===== config.mk =====
export PLATFORM = sky130hd
export DESIGN_NAME = clock_control_input
export DESIGN_NICKNAME = d
export VERILOG_FILES = /design/src/rtl/clock_control_input.sv
export SDC_FILE = /design/constraint.sdc
export NUM_CORES = 1
export LEC_CHECK = 0
export CAP_MARGIN = 5
export CORE_ASPECT_RATIO = 0.75
export CORE_MARGIN = 2
export CORE_UTILIZATION = 55
export CTS_BUF_LIST = sky130_fd_sc_hd__clkbuf_8
export DETAILED_ROUTE_END_ITERATION = 12
export HOLD_SLACK_MARGIN = 0.05
export MAX_ROUTING_LAYER = met4
export PLACE_DENSITY = 0.69
export SYNTH_ARGS = -nofsm -noshare
export SYNTH_HDL_FRONTEND = slang
export SYNTH_SLANG_ARGS = --single-unit

===== constraint.sdc =====
create_clock -name clk -period 3.6 [get_ports clk]
set_clock_uncertainty 0.2 [all_clocks]
set_input_delay 0.36 -clock clk [delete_from_list [all_inputs] [get_ports clk]]
set_output_delay 0.36 -clock clk [all_outputs]
set_load 0.05 [all_outputs]

===== src/rtl/clock_control_input.sv =====
// rtl/clock_control_input.sv - front-panel STEP/MODE button conditioning for clock_module
//
// Synchronises and debounces two raw push-buttons on the free-running
// oscillator clock. An accepted STEP press produces a fixed-width adv_clk
// pulse while manual stepping is enabled; an accepted MODE press toggles
// manual_en.
//
// Ports
//   clk        free-running oscillator clock, rising edge
//   rst        synchronous active-high reset
//   step_btn   raw asynchronous STEP button (1 = pressed)
//   mode_btn   raw asynchronous MODE button (1 = pressed)
//   adv_clk    registered single-step pulse, PULSE_CYCLES wide
//   manual_en  registered manual-stepping mode level

module clock_control_input #(
   parameter int DEBOUNCE_CYCLES = 4,
   parameter int CNT_WIDTH       = 16,
   parameter int PULSE_CYCLES    = 1,
   parameter bit MANUAL_AT_RESET = 1'b0
) (
   input  logic clk,
   input  logic rst,
   input  logic step_btn,
   input  logic mode_btn,
   output logic adv_clk,
   output logic manual_en
);

   localparam int NBTN     = 2;
   localparam int BTN_STEP = 0;
   localparam int BTN_MODE = 1;

   localparam logic [CNT_WIDTH-1:0] CNT_ONE  = CNT_WIDTH'(1);
   localparam logic [CNT_WIDTH-1:0] CNT_LAST = CNT_WIDTH'(DEBOUNCE_CYCLES - 1);

   localparam int PW = (PULSE_CYCLES > 1) ? $clog2(PULSE_CYCLES) : 1;
   localparam logic [PW-1:0] PULSE_LAST = PW'(PULSE_CYCLES - 1);

   typedef enum logic [1:0] {
      ST_IDLE,
      ST_ARMING,
      ST_PRESSED,
      ST_RELEASING
   } btn_state_t;

   logic [NBTN-1:0]      sync1;
   logic [NBTN-1:0]      sync2;
   btn_state_t           state_q [NBTN];
   btn_state_t           state_d [NBTN];
   logic [CNT_WIDTH-1:0] cnt_q   [NBTN];
   logic [CNT_WIDTH-1:0] cnt_d   [NBTN];
   logic [NBTN-1:0]      press_ev;
   logic [PW-1:0]        pulse_cnt;

   // Two-flop synchronisers; bit 0 is STEP, bit 1 is MODE.
   always_ff @(posedge clk) begin
      if (rst) begin
         sync1 <= '0;
         sync2 <= '0;
      end else begin
         sync1 <= {mode_btn, step_btn};
         sync2 <= sync1;
      end
   end

   // Button FSMs start in PRESSED so a button held through reset must be
   // seen released for a full debounce window before it can fire again.
   always_ff @(posedge clk) begin
      for (int i = 0; i < NBTN; i++) begin
         if (rst) begin
            state_q[i] <= ST_PRESSED;
            cnt_q[i]   <= '0;
         end else begin
            state_q[i] <= state_d[i];
            cnt_q[i]   <= cnt_d[i];
         end
      end
   end

   // The press event is a decode of the ARMING->PRESSED transition so the
   // output registers can act on it at the very edge the FSM commits.
   always_comb begin
      press_ev = '0;
      for (int i = 0; i < NBTN; i++) begin
         state_d[i] = state_q[i];
         cnt_d[i]   = cnt_q[i];
         case (state_q[i])
            ST_IDLE: begin
               if (sync2[i]) begin
                  state_d[i] = ST_ARMING;
                  cnt_d[i]   = CNT_ONE;
               end
            end
            ST_ARMING: begin
               if (!sync2[i]) begin
                  state_d[i] = ST_IDLE;
                  cnt_d[i]   = '0;
               end else if (cnt_q[i] == CNT_LAST) begin
                  state_d[i]  = ST_PRESSED;
                  cnt_d[i]    = '0;
                  press_ev[i] = 1'b1;
               end else begin
                  cnt_d[i] = cnt_q[i] + 1'b1;
               end
            end
            ST_PRESSED: begin
               if (!sync2[i]) begin
                  state_d[i] = ST_RELEASING;
                  cnt_d[i]   = CNT_ONE;
               end
            end
            ST_RELEASING: begin
               if (sync2[i]) begin
                  state_d[i] = ST_PRESSED;
                  cnt_d[i]   = '0;
               end else if (cnt_q[i] == CNT_LAST) begin
                  state_d[i] = ST_IDLE;
                  cnt_d[i]   = '0;
               end else begin
                  cnt_d[i] = cnt_q[i] + 1'b1;
               end
            end
            default: begin
               state_d[i] = ST_IDLE;
               cnt_d[i]   = '0;
            end
         endcase
      end
   end

   // Step pulse and mode level. STEP is qualified by the pre-toggle
   // manual_en, and a pulse already running is neither extended nor cut
   // short by a mode change.
   always_ff @(posedge clk) begin
      if (rst) begin
         adv_clk   <= 1'b0;
         pulse_cnt <= '0;
         manual_en <= MANUAL_AT_RESET;
      end else begin
         if (adv_clk) begin
            if (pulse_cnt == PULSE_LAST) begin
               adv_clk   <= 1'b0;
               pulse_cnt <= '0;
            end else begin
               pulse_cnt <= pulse_cnt + 1'b1;
            end
         end else if (press_ev[BTN_STEP] && manual_en) begin
            adv_clk   <= 1'b1;
            pulse_cnt <= '0;
         end
         if (press_ev[BTN_MODE]) begin
            manual_en <= ~manual_en;
         end
      end
   end

endmodule


[Word-level counts from Yosys, hierarchy flattened]
Memories as Yosys holds them, arrays and structs flattened.
Index checks and enable logic that the tools add are counted.
Storage, ports and cells
  memories: 2
  logic and storage cells: 72
  register bits: 7
  output and inout port bits: 2
  input bits: 4
  memory bits (writable): 36
Memory list
  cnt_q: words 2, width 16, rd ports 2, clocked after memory_dff 0, write ports 2, line 51  | logic [CNT_WIDTH-1:0] cnt_q [NBTN];
  state_q: words 2, width 2, rd ports 2, clocked after memory_dff 0, write ports 2, line 49  | btn_state_t state_q [NBTN];
Cells by class
  equality and inequality tests: 8
  muxes and demuxes: 45
  bitwise logic cells: 5
  reductions and logical operators: 4
  add/subtract/negate cells: 3
Operators by type and width (count)
  $mux W16: 12
  $pmux W16 S4: 2
  $add A16 B1 Y16 const B: 2
  $eq A16 B2 Y1 const B: 2
  $mux W2: 14
  $pmux W2 S4: 2
  $mux W1: 15
  $eq A2 B2 Y1 const B: 4
  $eq A2 B1 Y1 const B: 2
  $logic_not A2 Y1: 2
  $or A1 B1 Y1: 4
  $reduce_bool A2 Y1: 1
  $add A1 B1 Y1 const B: 1
  $logic_and A1 B1 Y1: 1
  $not A1 Y1: 1

[Depth between registers and ports, before layout]
  depth after elaboration: 7
  gate-level depth with buffers: 8
  mapped depth without buffers: 6

[Worst setup path after synthesis]
Ideal clock, no wire load.
  path kind: register -> register
  from: mem cnt_q[1][0]
  to: reg with a tool-made name
  clock period less this slack: 2.165 ns
  data arrival time: 1.843 ns
  data required time: 3.278 ns
  stages on the path, launching flop included: 7
  slack: 1.435 ns
  library setup time: 0.122 ns
  buffers on the path: 1
  cells stage by stage: dfxtp_1 > ha_1 > nor4b_1 > a41oi_1 > buf_2 > o31a_1 > a311o_1
RTL lines (line)
  start, declared: 51

==> impl_metrics.tcl <==
set metrics [dict create \
    holdCritStartpoint "sync1[1]" \
    grt_util_all_layers 0.230 \
    total_power_mw 1.32 \
    cts_resized 0 \
    port_buffers 5 \
    post-route-util 0.621 \
    yosys_register_bits 42 \
    place_congestion 0.880 \
    yosysSeqAreaShare 0.358 \
    hold_viol 0 \
    dieHeight_um 60.6 \
    worstPathRequired_ns 3.59 \
    setup_viol 0 \
    relSlewSlack 0.409 \
    areaGrowthSynthToFinish_pct 7.77 \
    r2r_setup_slack_ns 0.87 \
    clk_pin_slew_ns 0.08 \
    fin_nets 293 \
    worstReg2RegStart "cnt_q[1][0]" \
    dr.pass1.iters 5 \
    h-tree-depth 2 \
    synth_ff_type "dfxtp_1" \
    first_global_vias 1765 \
    syn_area_um2 2350 \
    worstMarginPinSlew_ns 0.875 \
    netSwitchingFraction 0.382 \
    rsz0062_at_grt "false" \
    async_flop_share 0 \
    antenna_left 0 \
    synth-edff-count 0 \
    cp_top_family "compound AO/OA/AOI/OAI gates" \
    p_sw_uw 505 \
    crit_path_start "cnt_q[1][0]" \
    hold_path_end "sync2[1]" \
    power.leakage_nw 0.810 \
    period_share 0.759 \
    post_cts_buffers 0 \
    yosys_warnings 0 \
    hold_slack_ns 0.241 \
    ios 6 \
    hold_buffers 0 \
    slowest_delay_ns 0.47 \
    power.share.clock 0.236 \
    crit_path_end_kind "flip-flop" \
    worstPathArrival_ns 2.72 \
    die_w_um 79.5 \
    powerDensity_nw_per_um2 521 \
    outcome "finished, final reports clean" \
    drt-initial-drc-count 188 \
    layout.cells.non_filler 336 \
    syn_inst 278 \
    hpwl_um 3560 \
    wl_per_cell_um 14.9 \
    synth.distinct_cells 48 \
    critPathMaxFanout 13 \
    cts_tree "built" \
    row_count 20 \
    clock_sinks 42 \
    drive_gt1_frac 0.0747 \
    hp-class "reg -> reg" \
    dieArea_um2 4820 \
    fmax_ghz 0.366 \
    grt_max_degree 20 \
    vdd_drop_max_v 0.000392 \
    wl_um 5010 \
    seqPwrFrac 0.412 \
    holdPathStages 1 \
    intPower_uw 816 \
    post-route-min-period_ns 2.73 \
    path_class "reg -> reg" \
    synth_nets 291 \
    grt_pass1_wl_um 8380 \
    comb_power_share 0.351 \
    tns_ns 0 \
    core_area_um2 4080 \
    clk_latency_ns 0.30 \
    num_vias 2130 \
    grt_overflow_total 0 \
    placed_cells 328 \
    critPathBufInv 1 \
    drcViolationCount 0 \
    cts.path.max_buffers 2 \
    antenna-diode-count 0 \
    path_cells "ha_1 > nor4b_1 > a41oi_1 > buf_4 > o31a_1 > a311o_1" \
    start_kind "flip-flop" \
    cap_violations 0 \
    worstRegToRegCells 6 \
    crit_path_top_delay_cell "a41oi_1" \
    slew_viol_final 0 \
    initial_utilization 0.576 \
    root_buffer "clkbuf_8" \
    antenna_found_initial 0 \
    vias_per_cell 6.34 \
    syn_avg_cell_area_um2 8.46 \
    cts_buffers 5 \
]
-- stage by stage --
step                setup WS [ns]  cell area (um^2)
global route                0.632              2530
detailed placement          0.943              2440
global placement             1.03              2440
CTS                         0.929              2530
finish                      0.867              2530
floorplan                    1.44              2350
-- worst max path at each step --
| stage | endpoint | depth (start not counted) | slack, ns |
|---|---|---|---|
| 2_1_floorplan | flip-flop | 6 | 1.44 |
| 3_3_place_gp | flip-flop | 6 | 1.03 |
| 3_5_place_dp | flip-flop | 6 | 0.94 |
| 4_1_cts | flip-flop | 6 | 0.93 |
| 5_1_grt | flip-flop | 6 | 0.63 |
| 6_report | flip-flop | 6 | 0.87 |
-- cell type report --
| class | instances | area [um^2] |
|---|---|---|
| Multi-Input combinational cell | 213 | 1420 |
| Inverter | 8 | 30.0 |
| Fill cell | 360 | 1550 |
| Clock inverter | 2 | 8.76 |
| Sequential cell | 42 | 841 |
| Clock buffer | 6 | 82.6 |
| Timing Repair Buffer | 10 | 87.6 |
| Tap cell | 55 | 68.8 |
-- per-layer routing --
layer | part of all wire | global-route usage | vias to the layer above
li1 | - | - | 1064
met1 | 0.55 | 0.359 | 991
met2 | 0.38 | 0.292 | 68
met3 | 0.055 | 0.0476 | 7
met4 | 0.010 | 0.0616 | 0
met5 | 0 | - | -
-- registers in the layout (all words and copies together) (netlist names), named ones only --
signal,count
cnt_q,32
adv_clk,1
state_q,2
sync2,2
manual_en,1
sync1,2
-- cells in the final DEF, fill, tap and decap left out, types with 2 or more instances in the layout --
| cell | count |
|---|---|
| nand4_1 | 16 |
| inv_1 | 9 |
| nor2_1 | 18 |
| or3_1 | 8 |
| a41oi_1 | 2 |
| or4_1 | 9 |
| clkbuf_8 | 6 |
| xor2_1 | 4 |
| o31a_1 | 2 |
| a31oi_1 | 5 |
| o311ai_0 | 3 |
| and2_1 | 3 |
| ha_1 | 9 |
| nor4_1 | 8 |
| nand3_1 | 16 |
| or4b_1 | 2 |
| nand2_1 | 24 |
| or3_2 | 2 |
| nor3_1 | 4 |
| o211ai_1 | 3 |
| a211oi_1 | 4 |
| nor4b_1 | 2 |
| nand4b_1 | 7 |
| nor2b_1 | 4 |
| or3b_2 | 2 |
| buf_4 | 5 |
| and4_1 | 3 |
| o21ai_0 | 6 |
| mux2i_1 | 3 |
| o31ai_1 | 6 |
| nand3b_1 | 8 |
| clkdlybuf4s50_1 | 5 |
| a21oi_1 | 16 |
| dfxtp_1 | 42 |
-- power groups by stage --
stage	Combinational, mW	Sequential [mW]	Clock [mW]
floorplan	0.358	0.548	0
global placement	0.454	0.555	0
detailed placement	0.457	0.556	0
CTS	0.460	0.545	0.321
global route	0.515	0.551	0.341
finish	0.464	0.545	0.312
-- cell usage after synthesis, types with 4 or more instances --
cell / n / area share
a211oi_1: 4 / 0.013
a21oi_1: 16 / 0.034
a31oi_1: 5 / 0.013
buf_2: 5 / 0.011
clkbuf_1: 8 / 0.013
dfxtp_1: 42 / 0.36
ha_1: 9 / 0.048
inv_1: 8 / 0.013
nand2_1: 24 / 0.038
nand3_1: 16 / 0.034
nand3b_1: 8 / 0.026
nand4_1: 16 / 0.043
nand4b_1: 7 / 0.026
nor2_1: 18 / 0.029
nor2b_1: 4 / 0.011
nor3_1: 4 / 0.0085
nor4_1: 8 / 0.021
o21ai_0: 6 / 0.013
o31ai_1: 6 / 0.019
or3_1: 8 / 0.021
or4_1: 9 / 0.029
xor2_1: 4 / 0.015
-- worst register-to-register path: stages (launching register included) --
cell,delay (ns)
dfxtp_1,0.41
ha_1,0.27
nor4b_1,0.38
a41oi_1,0.47
buf_4,0.35
o31a_1,0.24
a311o_1,0.31
-- cell families (layout without fill, tap and decap cells) --
group / count (synthesis) / after routing / share of synthesized area
multiplexers: 4 / 4 / 0.0176
flip-flops: 42 / 42 / 0.358
AO/OA/AOI/OAI: 52 / 52 / 0.147
AND/OR/NAND/NOR: 144 / 144 / 0.374
XOR/XNOR: 4 / 4 / 0.0149
buffers and inverters: 23 / 26 / 0.0404
adder cells (fa/ha/maj): 9 / 9 / 0.0479
No activity file was read; power rests on OpenSTA's default activity.
